[src/rtl/seq_serializer.sv]
// Parallel-in, serial-out converter with a valid/ready input handshake and a
// one-entry holding buffer, so back-to-back words leave without a gap.
module seq_serializer #(
    parameter int DW        = 8,
    parameter bit MSB_FIRST = 1'b1
) (
    input  logic          clk,
    input  logic          rst_n,
    input  logic          clr,
    input  logic [DW-1:0] in_data,
    input  logic          in_valid,
    output logic          in_ready,
    output logic          dout,
    output logic          dout_vld,
    output logic          busy
);

    localparam int            CW       = $clog2(DW);
    localparam logic [CW-1:0] LAST_IDX = CW'(DW - 1);

    typedef enum logic {
        S_IDLE  = 1'b0,
        S_SHIFT = 1'b1
    } state_t;

    state_t        r_state;
    logic [DW-1:0] r_sh_reg;
    logic [CW-1:0] r_bit_cnt;
    logic [DW-1:0] r_hold_reg;
    logic          r_hold_full;

    state_t        w_state_nx;
    logic [DW-1:0] w_sh_nx;
    logic [CW-1:0] w_cnt_nx;
    logic [DW-1:0] w_hold_nx;
    logic          w_hold_full_nx;

    logic          w_sh_act;
    logic          w_accept;
    logic          w_last;
    logic [DW-1:0] w_shifted;

    assign w_sh_act  = (r_state == S_SHIFT);
    assign w_accept  = in_valid & ~r_hold_full;
    assign w_last    = w_sh_act & (r_bit_cnt == LAST_IDX);
    // Shift toward whichever end feeds dout, filling with zero.
    assign w_shifted = MSB_FIRST ? {r_sh_reg[DW-2:0], 1'b0} : {1'b0, r_sh_reg[DW-1:1]};

    always_ff @(posedge clk or negedge rst_n) begin
        if (!rst_n) begin
            r_state     <= S_IDLE;
            r_sh_reg    <= '0;
            r_bit_cnt   <= '0;
            r_hold_reg  <= '0;
            r_hold_full <= 1'b0;
        end else begin
            // NOTE: non-blocking assignments so every register samples the pre-edge state.
            r_state     <= w_state_nx;
            r_sh_reg    <= w_sh_nx;
            r_bit_cnt   <= w_cnt_nx;
            r_hold_reg  <= w_hold_nx;
            r_hold_full <= w_hold_full_nx;
        end
    end

    always_comb begin
        // NOTE: default every next-state value to its current value so no latch is inferred.
        w_state_nx     = r_state;
        w_sh_nx        = r_sh_reg;
        w_cnt_nx       = r_bit_cnt;
        w_hold_nx      = r_hold_reg;
        w_hold_full_nx = r_hold_full;

        if (clr) begin
            w_state_nx     = S_IDLE;
            w_cnt_nx       = '0;
            w_hold_full_nx = 1'b0;
        end else begin
            case (r_state)
                S_IDLE: begin
                    if (w_accept) begin
                        w_sh_nx    = in_data;
                        w_cnt_nx   = '0;
                        w_state_nx = S_SHIFT;
                    end
                end
                S_SHIFT: begin
                    if (w_last) begin
                        w_cnt_nx = '0;
                        if (r_hold_full) begin
                            w_sh_nx        = r_hold_reg;
                            w_hold_full_nx = 1'b0;
                        end else if (w_accept) begin
                            w_sh_nx = in_data;
                        end else begin
                            w_sh_nx    = w_shifted;
                            w_state_nx = S_IDLE;
                        end
                    end else begin
                        w_sh_nx  = w_shifted;
                        w_cnt_nx = r_bit_cnt + CW'(1);
                        if (w_accept) begin
                            w_hold_nx      = in_data;
                            w_hold_full_nx = 1'b1;
                        end
                    end
                end
                default: w_state_nx = S_IDLE;
            endcase
        end
    end

    always_comb begin
        in_ready = ~r_hold_full;
        dout_vld = w_sh_act;
        dout     = w_sh_act & (MSB_FIRST ? r_sh_reg[DW-1] : r_sh_reg[0]);
        busy     = w_sh_act | r_hold_full;
    end

endmodule

[config.mk]
export PLATFORM = sky130hd
export DESIGN_NAME = seq_serializer
export DESIGN_NICKNAME = d
export VERILOG_FILES = /design/src/rtl/seq_serializer.sv
export SDC_FILE = /design/constraint.sdc
export NUM_CORES = 1
export LEC_CHECK = 0
export ABC_CLOCK_PERIOD_IN_PS = 1900
export BUFFER_PORTS_ARGS = -buffer_cell sky130_fd_sc_hd__buf_4
export CAP_MARGIN = 25
export CORE_ASPECT_RATIO = 0.6
export CORE_MARGIN = 3
export CORE_UTILIZATION = 39
export DETAILED_ROUTE_END_ITERATION = 10
export GPL_ROUTABILITY_DRIVEN = 0
export HOLD_SLACK_MARGIN = 0.1
export MAX_ROUTING_LAYER = met4
export PLACE_DENSITY = 0.66
export SLEW_MARGIN = 20
export SYNTH_ARGS = -nofsm -noshare
export SYNTH_HDL_FRONTEND = slang
export SYNTH_SLANG_ARGS = --single-unit
[constraint.sdc]
create_clock -name clk -period 1.9 [get_ports clk]
set_input_delay 0.285 -clock clk [delete_from_list [all_inputs] [get_ports clk]]
set_output_delay 0.285 -clock clk [all_outputs]
set_load 0.005 [all_outputs]
## Word level (Yosys, flattened, before mapping)

Index checks and enable logic that the tools add are counted.

| operators by class | value |
|---|---|
| reduce and logical (&&, ||, !) cells | 5 |
| bitwise gates (word level) | 8 |
| add/sub/neg operators | 1 |
| equal/unequal tests | 3 |
| muxes and demuxes | 18 |

Operators by type and width:

| cell | count |
|---|---|
| two-way mux 8 bit | 4 |
| one-hot mux 8 bit (2 select lines) | 1 |
| two-way mux 3 bit | 3 |
| two-way mux 1 bit | 8 |
| one-hot mux 3 bit (2 select lines) | 1 |
| inverter 1 bit | 4 |
| AND reduction 2 bit | 2 |
| AND reduction 4 bit | 1 |
| adder 3 x 1 -> 3 bit (second input constant) | 1 |
| bitwise AND 1 bit | 3 |
| equality test 3 bit (second input constant) | 1 |
| != test 3 bit (second input constant) | 1 |
| nonzero test 3 bit | 1 |
| != test 2 bit (second input constant) | 1 |
| one-hot mux 1 bit (2 select lines) | 1 |
| nonzero test 2 bit | 1 |
| bitwise OR 1 bit | 1 |

| storage, ports and cells | value |
|---|---|
| word-level logic and storage cells | 40 |
| input port bits | 12 |
| flip-flop bits (word level) | 21 |
| output and inout bits | 4 |

## Longest topological paths before layout

Gate-level depths: netlist (run 1).

| depth | value |
|---|---|
| depth in word-level cells | 7 |
| depth in mapped cells | 6 |
| gate-level depth less buffers | 5 |

## Worst setup path before layout (run 1)

OpenSTA, ideal clock, no wires.

| path | value |
|---|---|
| kind | register -> register |
| start point | reg r_bit_cnt[0] |
| end point | reg r_hold_reg[0] |
| arrival time | 1.479 ns |
| path slack | 0.296 ns |
| required time | 1.775 ns |
| period minus slack after synthesis | 1.604 ns |
| path buffers | 1 |
| setup time | 0.125 ns |
| stages on the path, launching flop included | 7 |
| cells stage by stage | dfrtp_1 -> ha_1 -> ha_1 -> inv_1 -> and3_4 -> buf_12 -> mux2_4 |

| between the ends | value |
|---|---|
| longest elaborated chain between the ends | 4 |

RTL lines:

| item | RTL line | text |
|---|---|---|
| start: declaration | 28 | `logic [CW-1:0] r_bit_cnt;` |
| start signal: assignment | 60 | `r_bit_cnt <= w_cnt_nx;` |
| equality test 3 bit | 45 | `assign w_last = w_sh_act & (r_bit_cnt == LAST_IDX);` |
| bitwise AND 1 bit | 45 |  |
| inverter 1 bit (no line) | n/a |  |
| AND reduction 4 bit (no line) | n/a |  |
| end signal: assignment | 61 | `r_hold_reg <= w_hold_nx;` |
| end: declaration | 29 | `logic [DW-1:0] r_hold_reg;` |

Every way passes these cells.
A chain may end at the register's enable or synchronous reset.

## Worst setup path in the final report (run 1)

| path | value |
|---|---|
| start point | reg r_bit_cnt[0] |
| end point | reg r_sh_reg[1] |

| between the ends | value |
|---|---|
| longest elaborated chain between the ends | 4 |

RTL lines:

| item | RTL line | text |
|---|---|---|
| equality test 3 bit | 45 |  |
| bitwise AND 1 bit | 45 |  |
| two-way mux 8 bit | 88 | `if (w_last) begin` |
| one-hot mux 8 bit (2 select lines) | 79 | `case (r_state)` |
| end signal: assignment | 59 | `r_sh_reg <= w_sh_nx;` |
| end: declaration | 27 | `logic [DW-1:0] r_sh_reg;` |

Every way passes these cells.

==> summary.md, run 1 <==
| Metric | Value |
|---|---|
| Outcome | complete, no violations |
| Critical path's largest stage delay | approximately 0.38 ns |
| Hold Path End | r_hold_reg[0] |
| Starting Density | 44.3% |
| All-Layer GR Usage | between 10% and 20% |
| DIE WIDTH | just under 80 um |
| Synthesis Warnings | 0 |
| Slew Limit Fails | 0 |
| Grt total ovfl | 0 |
| Worst R2R Setup Slack | 0.16 ns |
| Leakage | around 0.00060 uW |
| Switching share of power | about a quarter |
| Max cap viols | 0 |
| Prevailing post-synth register cell | dfrtp_1 |
| Fin nets | 148 |
| Share of flip-flops with an asynchronous set or reset | between 90% and 100% |
| Clock Tree Buf Depth | 2 |
| Worst Hold Class | input pin to flop |
| Cell family with most CP delay | compound AO/OA/AOI/OAI gates |
| Least-Margin Pin Slew | ~0.42 ns |
| Root Buffer | clkbuf_8 |
| Post-layout minimum cycle time | about 1.7 ns |
| Required time of the critical path | roughly 2 ns |
| Worst hold start | in_data[0] |
| Critical path's slowest cell | dfrtp_1 |
| DR vias | 941 |
| # rows | 14 |
| Fin. Hold Viols | 0 |
| Hold Crit Depth | 2 |
| Worst slew margin | just over 70% |
| Cell variety after synth | 29 |
| Largest net degree at the start of global routing | 22 |
| Post-synthesis cell count | around 120 |
| Area Overhead vs Synth | 15.1% |
| Vias in the first global route | 801 |
| Startpoint Class | flop |
| IO Count | 16 |
| H-tree levels | 1 |
| Cts repair resizes | 0 |
| Final Setup Violations | 0 |
| CP bufs+invs | 0 |
| DR DRC count | 0 |
| Synth Cell Area | ~0.0012 mm^2 |
| Final Util | 51.0% |
| Clock Skews | 0.00493 ns |
| WL final | between 2 and 3 mm |
| Die area | 0.00381 mm^2 |
| Vias per inst | approximately 5.4 |
| Routed Antenna Nets | 0 |
| Comb pwr share | between 20 and 25% |
| WP data arrival | between 1.5 and 2 ns |
| Synthesized flop and latch total | 21 |
| WS Path Type | flop to flop |
| CP Max Fanout | 7 |
| Drt pass-1 iters | 4 |
| Dpl hpwl | 1.98 mm |
| Clk slew on worst S/H paths | 0.08 ns |
| Power Dens Cells | around 830 mW/mm^2 |
| Setup TNS | 0 ns |
| Clk sinks | 21 |
| Sequential share of power | between 50% and 60% |
| Input/output buffers | 15 |
| Sw Pwr | slightly above 300 uW |
| Post-CTS Setup Inserts | 0 |
| Fmax | roughly 0.58 GHz |
| First-pass GRT wire length | about 4.3 mm |
| FF-to-FF path depth | 5 |
| Avg WL per Cell | roughly 15 um |
| Max VDD drop | 0.310 mV |
| Area of the core | 0.00272 mm^2 |
| Post-synth EDFFs | 0 |
| Most frequent CP cell | ha_1 |
| Fin crit share | about nine tenths |
| Worst-Skew Late Latency | 0.26 ns |
| Iter 0 DRT Violations | 78 |
| Clk pwr share | around a quarter |
| Die Y | around 49 um |
| Internal cell power | between 800 and 900 uW |
| Total chip power | roughly 1100 uW |
| Share of cells above drive strength 1 | about 24% |
| Cts hold-fix bufs | 1 |
| Number of diodes | 0 |
| Num CTS Buffers | 3 |
| Seq/Total Area, Yosys | 43.7% |
| R2r endpoint | r_sh_reg[1] |
| Final std cells w/o fill | approximately 170 |
| CP Cell Sequence | ha_1, ha_1, o21ai_1, and3_1, o32a_1 |
| Worst Setup End Kind | flop |
| RSZ-0062 raised after global routing | false |
| Reg-to-reg startpoint | r_bit_cnt[0] |
| Placed Cells | between 150 and 200 |
| Initial antenna violation count | 0 |
| Synth Net Count | roughly 130 |
| Mean Syn Cell Area | just over 10 um^2 |
| CTS tree | done |
## cell type report
type / count / area (um^2)
clock buffers: 4 / 45.0
fillers: 243 / 1330
inverters: 3 / 11.3
multi-input cells: 86 / 607
flip-flops and latches: 21 / 526
well taps: 40 / 50.0
repair buffers: 19 / 145
## synthesized netlist by cell type, types with 2 or more instances
library cell	n	share of area, %
nor2_1	8	2.5
clkbuf_1	2	0.62
a21oi_1	18	7.5
nand2_1	10	3.1
o32a_1	7	5.8
buf_2	3	1.2
nand3_1	3	1.2
a211oi_1	2	1.2
inv_1	3	0.94
mux2_4	8	10
o21ai_1	3	1.2
and3_1	7	3.6
ha_1	2	2.1
dfrtp_1	21	44
nand3b_1	7	4.4
## routing by layer
layer  vias up  wire [um]  GRT usage, %  part of all wire (%)
met5         -          0             -                     0
met4         0          0          2.66                     0
met3         0        186          4.61                   7.0
met2        36        994          17.2                    37
met1       447       1480          24.0                    56
li1        458          -             -                     -
## per-stage QoR
stage	worst slack, ns	cell area [um^2]	hold slack (ns)
global placement	0.265	1330	0.179
global route	0.0692	1380	0.274
finish	0.161	1380	0.277
CTS	0.193	1380	0.274
floorplan	0.296	1200	-0.0106
detailed placement	0.206	1330	0.186
## worst max-delay path by stage
| stage | start | end | slack [ns] | cells past startpoint |
|---|---|---|---|---|
| 6_report | r_bit_cnt[0] | r_sh_reg[1] | 0.16 | 5 |
| 4_1_cts | r_bit_cnt[0] | r_hold_reg[6] | 0.19 | 5 |
| 3_3_place_gp | r_bit_cnt[0] | r_hold_reg[3] | 0.26 | 5 |
| 3_5_place_dp | r_bit_cnt[0] | r_hold_reg[6] | 0.21 | 5 |
| 2_1_floorplan | r_bit_cnt[0] | r_hold_reg[0] | 0.30 | 6 |
| 5_1_grt | r_bit_cnt[0] | r_sh_reg[1] | 0.07 | 5 |
## cells by family (layout without fill, tap and decap cells)
kind of cell	count (synthesis)	in the layout	share of synthesized area (%)
adders and majority gates	2	2	2.08
muxes	8	8	9.99
AOI/OAI and AO/OA	33	33	17.8
and+or+nand+nor	43	43	20.6
buffers and inverters	11	26	5.83
DFF	21	21	43.7
## power groups by stage
stage	clock network, uW	logic (uW)	registers (uW)
finish	294	258	592
global route	320	282	600
CTS	296	260	590
detailed placement	0	258	596
global placement	0	252	597
floorplan	0	190	577
## cells in the final DEF, fill, tap and decap left out, drive strengths merged
cell type and count:
dfrtp 21, a21oi 19, buf 18, nand2 10
nor2 8, mux2 8, and3 8, nand3b 7
o32a 7, clkbuf 4, inv 3, o21ai 3
nand3 3, a211oi 2, ha 2, nor2b 2
and2 1, nand2b 1, nor3b 1, a31oi 1
and3b 1, and4 1, a2bb2oi 1, dlygate4sd3 1
## worst reg2reg max path: stages, from the launching register on
cell and delay [ns]:
dfrtp_1 0.38, ha_1 0.17, ha_1 0.27, o21ai_1 0.22, and3_1 0.25, o32a_1 0.34
Note: power is estimated with default switching activity, not from simulation.
==> run 2, diff against run 1 <==
Settings changed: CORE_ASPECT_RATIO 0.6 to default, CORE_MARGIN 3 to 1, CORE_UTILIZATION 39 to 56, PLACE_DENSITY 0.66 to 0.86.
==> run 2 against run 1 <==
  * Sequential share of layout area up 0.99 points
  * Sequential power shrank 1%
  * Global-route usage increased by 7.3 points
  * Worst setup slack gained 0.020 ns
  * Wire length fell by 14%
  * Design area fell by 2.5%
==> summary.md, run 2 (synthesis gave the netlist of run 1 again) <==
| Metric | Value |
|---|---|
| Required time of the critical path | 2.09 ns (+0.04 ns) |
| Initial antenna violation count | 0 (unchanged) |
| IO Count | 16 (unchanged) |
| H-tree levels | 1 (unchanged) |
| Dpl hpwl | 1.75 mm (-12%) |
| Final Setup Violations | 0 (unchanged) |
| Drt pass-1 iters | 4 (unchanged) |
| Starting Density | 60.7% (+16 points) |
| Fin. Hold Viols | 0 (unchanged) |
| DIE WIDTH | 48.3 um (-38%) |
| Clock Tree Buf Depth | 2 (unchanged) |
| Vias per inst | 5.70 (+4.8%) |
| Worst Hold Class | input pin to flop |
| Hold Crit Depth | 2 (unchanged) |
| R2r endpoint | r_hold_reg[2] |
| DR vias | 912 (-3.1%) |
| Critical path's largest stage delay | 0.42 ns (+0.04 ns) |
| Post-layout minimum cycle time | 1.72 ns (-0.0196 ns) |
| CP Max Fanout | 8 (+1) |
| Sequential share of power | 55.7% (+3.9 points) |
| Internal cell power | 770 uW (-8.2%) |
| Most frequent CP cell | ha_1 |
| Slew Limit Fails | 0 (unchanged) |
| Area Overhead vs Synth | 12.2% |
| CP bufs+invs | 1 (+1) |
| Comb pwr share | 24.5% (+2.0 points) |
| Root Buffer | clkbuf_4 |
| WP data arrival | 1.91 ns (+0.02 ns) |
| Area of the multi-input gates | 607 um^2 (unchanged) |
| Routed Antenna Nets | 0 (unchanged) |
| Largest net degree at the start of global routing | 22 (unchanged) |
| Die Y | 48.3 um (-1.4%) |
| Clk sinks | 21 (unchanged) |
| Outcome | complete, no violations |
| Share of cells above drive strength 1 | 24.1% (unchanged) |
| FF-to-FF path depth | 5 (unchanged) |
| Most frequent cells in the layout | 21 x dfrtp_1, 18 x a21oi_1, 18 x buf_4 |
| Fillers | 136 (-44%) |
| All-Layer GR Usage | 22.2% (+7.3 points) |
| Number of diodes | 0 (unchanged) |
| Met1 Use GR | 30.9% (+6.8 points) |
| Switching share of power | 26.8% (+0.13 points) |
| Least-Margin Pin Slew | 0.382 ns (-0.0384 ns) |
| Grt total ovfl | 0 (unchanged) |
| Routing usage on met2 | 31.7% (+15 points) |
| Vias in the first global route | 831 (+3.7%) |
| Clk slew on worst S/H paths | 0.12 ns (+0.04 ns) |
| DR DRC count | 0 (unchanged) |
| Max VDD drop | 0.459 mV (+48%) |
| # rows | 16 (+2) |
| Power Dens Cells | 780 mW/mm^2 (-5.6%) |
| Worst Setup End Kind | flop |
| Startpoint Class | flop |
| Final Util | 68.1% (+17 points) |
| Worst slew margin | 74.3% (+2.6 points) |
| WL final | 2.29 mm (-14%) |
| Hold Path End | r_hold_reg[0] |
| Reg-to-reg startpoint | r_bit_cnt[0] |
| CTS tree | done |
| Seq. cell area | 526 um^2 (unchanged) |
| Critical path's slowest cell | dfrtp_1 |
| Area of the core | 0.00198 mm^2 (-27%) |
| Die area | 0.00234 mm^2 (-39%) |
| Fin nets | 148 (unchanged) |
| Leakage | 0.000594 uW (-1.3%) |
| RSZ-0062 raised after global routing | false |
| CP Cell Sequence | ha_1, ha_1, inv_1, and3_4, mux2_4 |
| Worst hold start | in_data[0] |
| Most common cell after layout, fill and taps aside | dfrtp_1 |
| Clk pwr share | 19.7% (-6.0 points) |
| GR peak layer | met2 |
| Avg WL per Cell | 14.3 um (-6.9%) |
| Cell family with most CP delay | adder cells |
| Input/output buffers | 15 (unchanged) |
| Fin crit share | 90.5% (-1.0 points) |
| WS Path Type | flop to flop |
| Num CTS Buffers | 3 (unchanged) |
| First-pass GRT wire length | 3.90 mm (-9.6%) |
| Clock Skews | 0.00927 ns (+0.00434 ns) |
| Max cap viols | 0 (unchanged) |
| Iter 0 DRT Violations | 25 (-68%) |
| Fmax | 0.582 GHz (+1.1%) |
| Met3 global-route usage | 5.03% (+0.42 points) |
| Sw Pwr | 282 uW (-7.5%) |
| Worst-Skew Late Latency | 0.29 ns (+0.03 ns) |
| Setup TNS | 0 ns (unchanged) |
| Worst R2R Setup Slack | 0.18 ns (+0.02 ns) |
run 2: area by class of cell:
| class | instances | share of cell area (%) |
|---|---|---|
| repair buffers | 19 | 10.8 |
| multi-input cells | 86 | 45.0 |
| flip-flops and latches | 21 | 39.0 |
| well taps | 27 | 2.50 |
| inverters | 3 | 0.835 |
| clock buffers | 4 | 1.95 |
run 2: worst max path at each step:
| stage | to | startpoint | slack, ns | cells after the start |
|---|---|---|---|---|
| 2_1_floorplan | r_hold_reg[0] | r_bit_cnt[0] | 0.30 | 6 |
| 3_3_place_gp | r_sh_reg[1] | r_bit_cnt[0] | 0.28 | 5 |
| 3_5_place_dp | r_hold_reg[2] | r_bit_cnt[0] | 0.21 | 5 |
| 4_1_cts | r_hold_reg[2] | r_bit_cnt[0] | 0.19 | 5 |
| 5_1_grt | r_sh_reg[1] | r_bit_cnt[0] | 0.08 | 5 |
| 6_report | r_hold_reg[2] | r_bit_cnt[0] | 0.18 | 5 |
run 2: what timing repair did:
action / CTS / global route
endpoints found under the setup margin: 0 / 0
buffers inserted: 0 / 0
resized for setup: 0 / 0
endpoints found under the hold margin: 21 / 0
hold buffers: 1 / 0
run 2: worst register-to-register path: stages, from the launching register on:
cell and delay [ns]:
dfrtp_1 0.42, ha_1 0.21, ha_1 0.25, inv_1 0.13, and3_4 0.29, mux2_4 0.33
run 2: routing by layer:
layer  vias to the layer above  share of wire, %
met3                         2               4.0
met5                         -                 0
met4                         0              0.96
li1                        456                 -
met1                       432                50
met2                        22                45
run 2: metrics by stage:
step / area (um^2) / hold WS, ns / setup WS [ns] / power, uW / cells
3_5_place_dp: 1310 / 0.177 / 0.205 / 850 / 155
4_1_cts: 1350 / 0.227 / 0.190 / 1060 / 160
6_report: 1350 / 0.227 / 0.181 / 1050 / 160
5_1_grt: 1350 / 0.210 / 0.0777 / 1110 / 160
2_1_floorplan: 1200 / -0.0106 / 0.296 / 766 / 118
3_3_place_gp: 1310 / 0.171 / 0.278 / 836 / 155
run 2: power groups by stage:
stage	Sequential (uW)	Combinational, uW	Clock (uW)
after global placement	590	246	0
after global routing	597	280	236
after floorplan	577	190	0
after detailed placement	593	257	0
after CTS	586	260	211
final	586	258	208
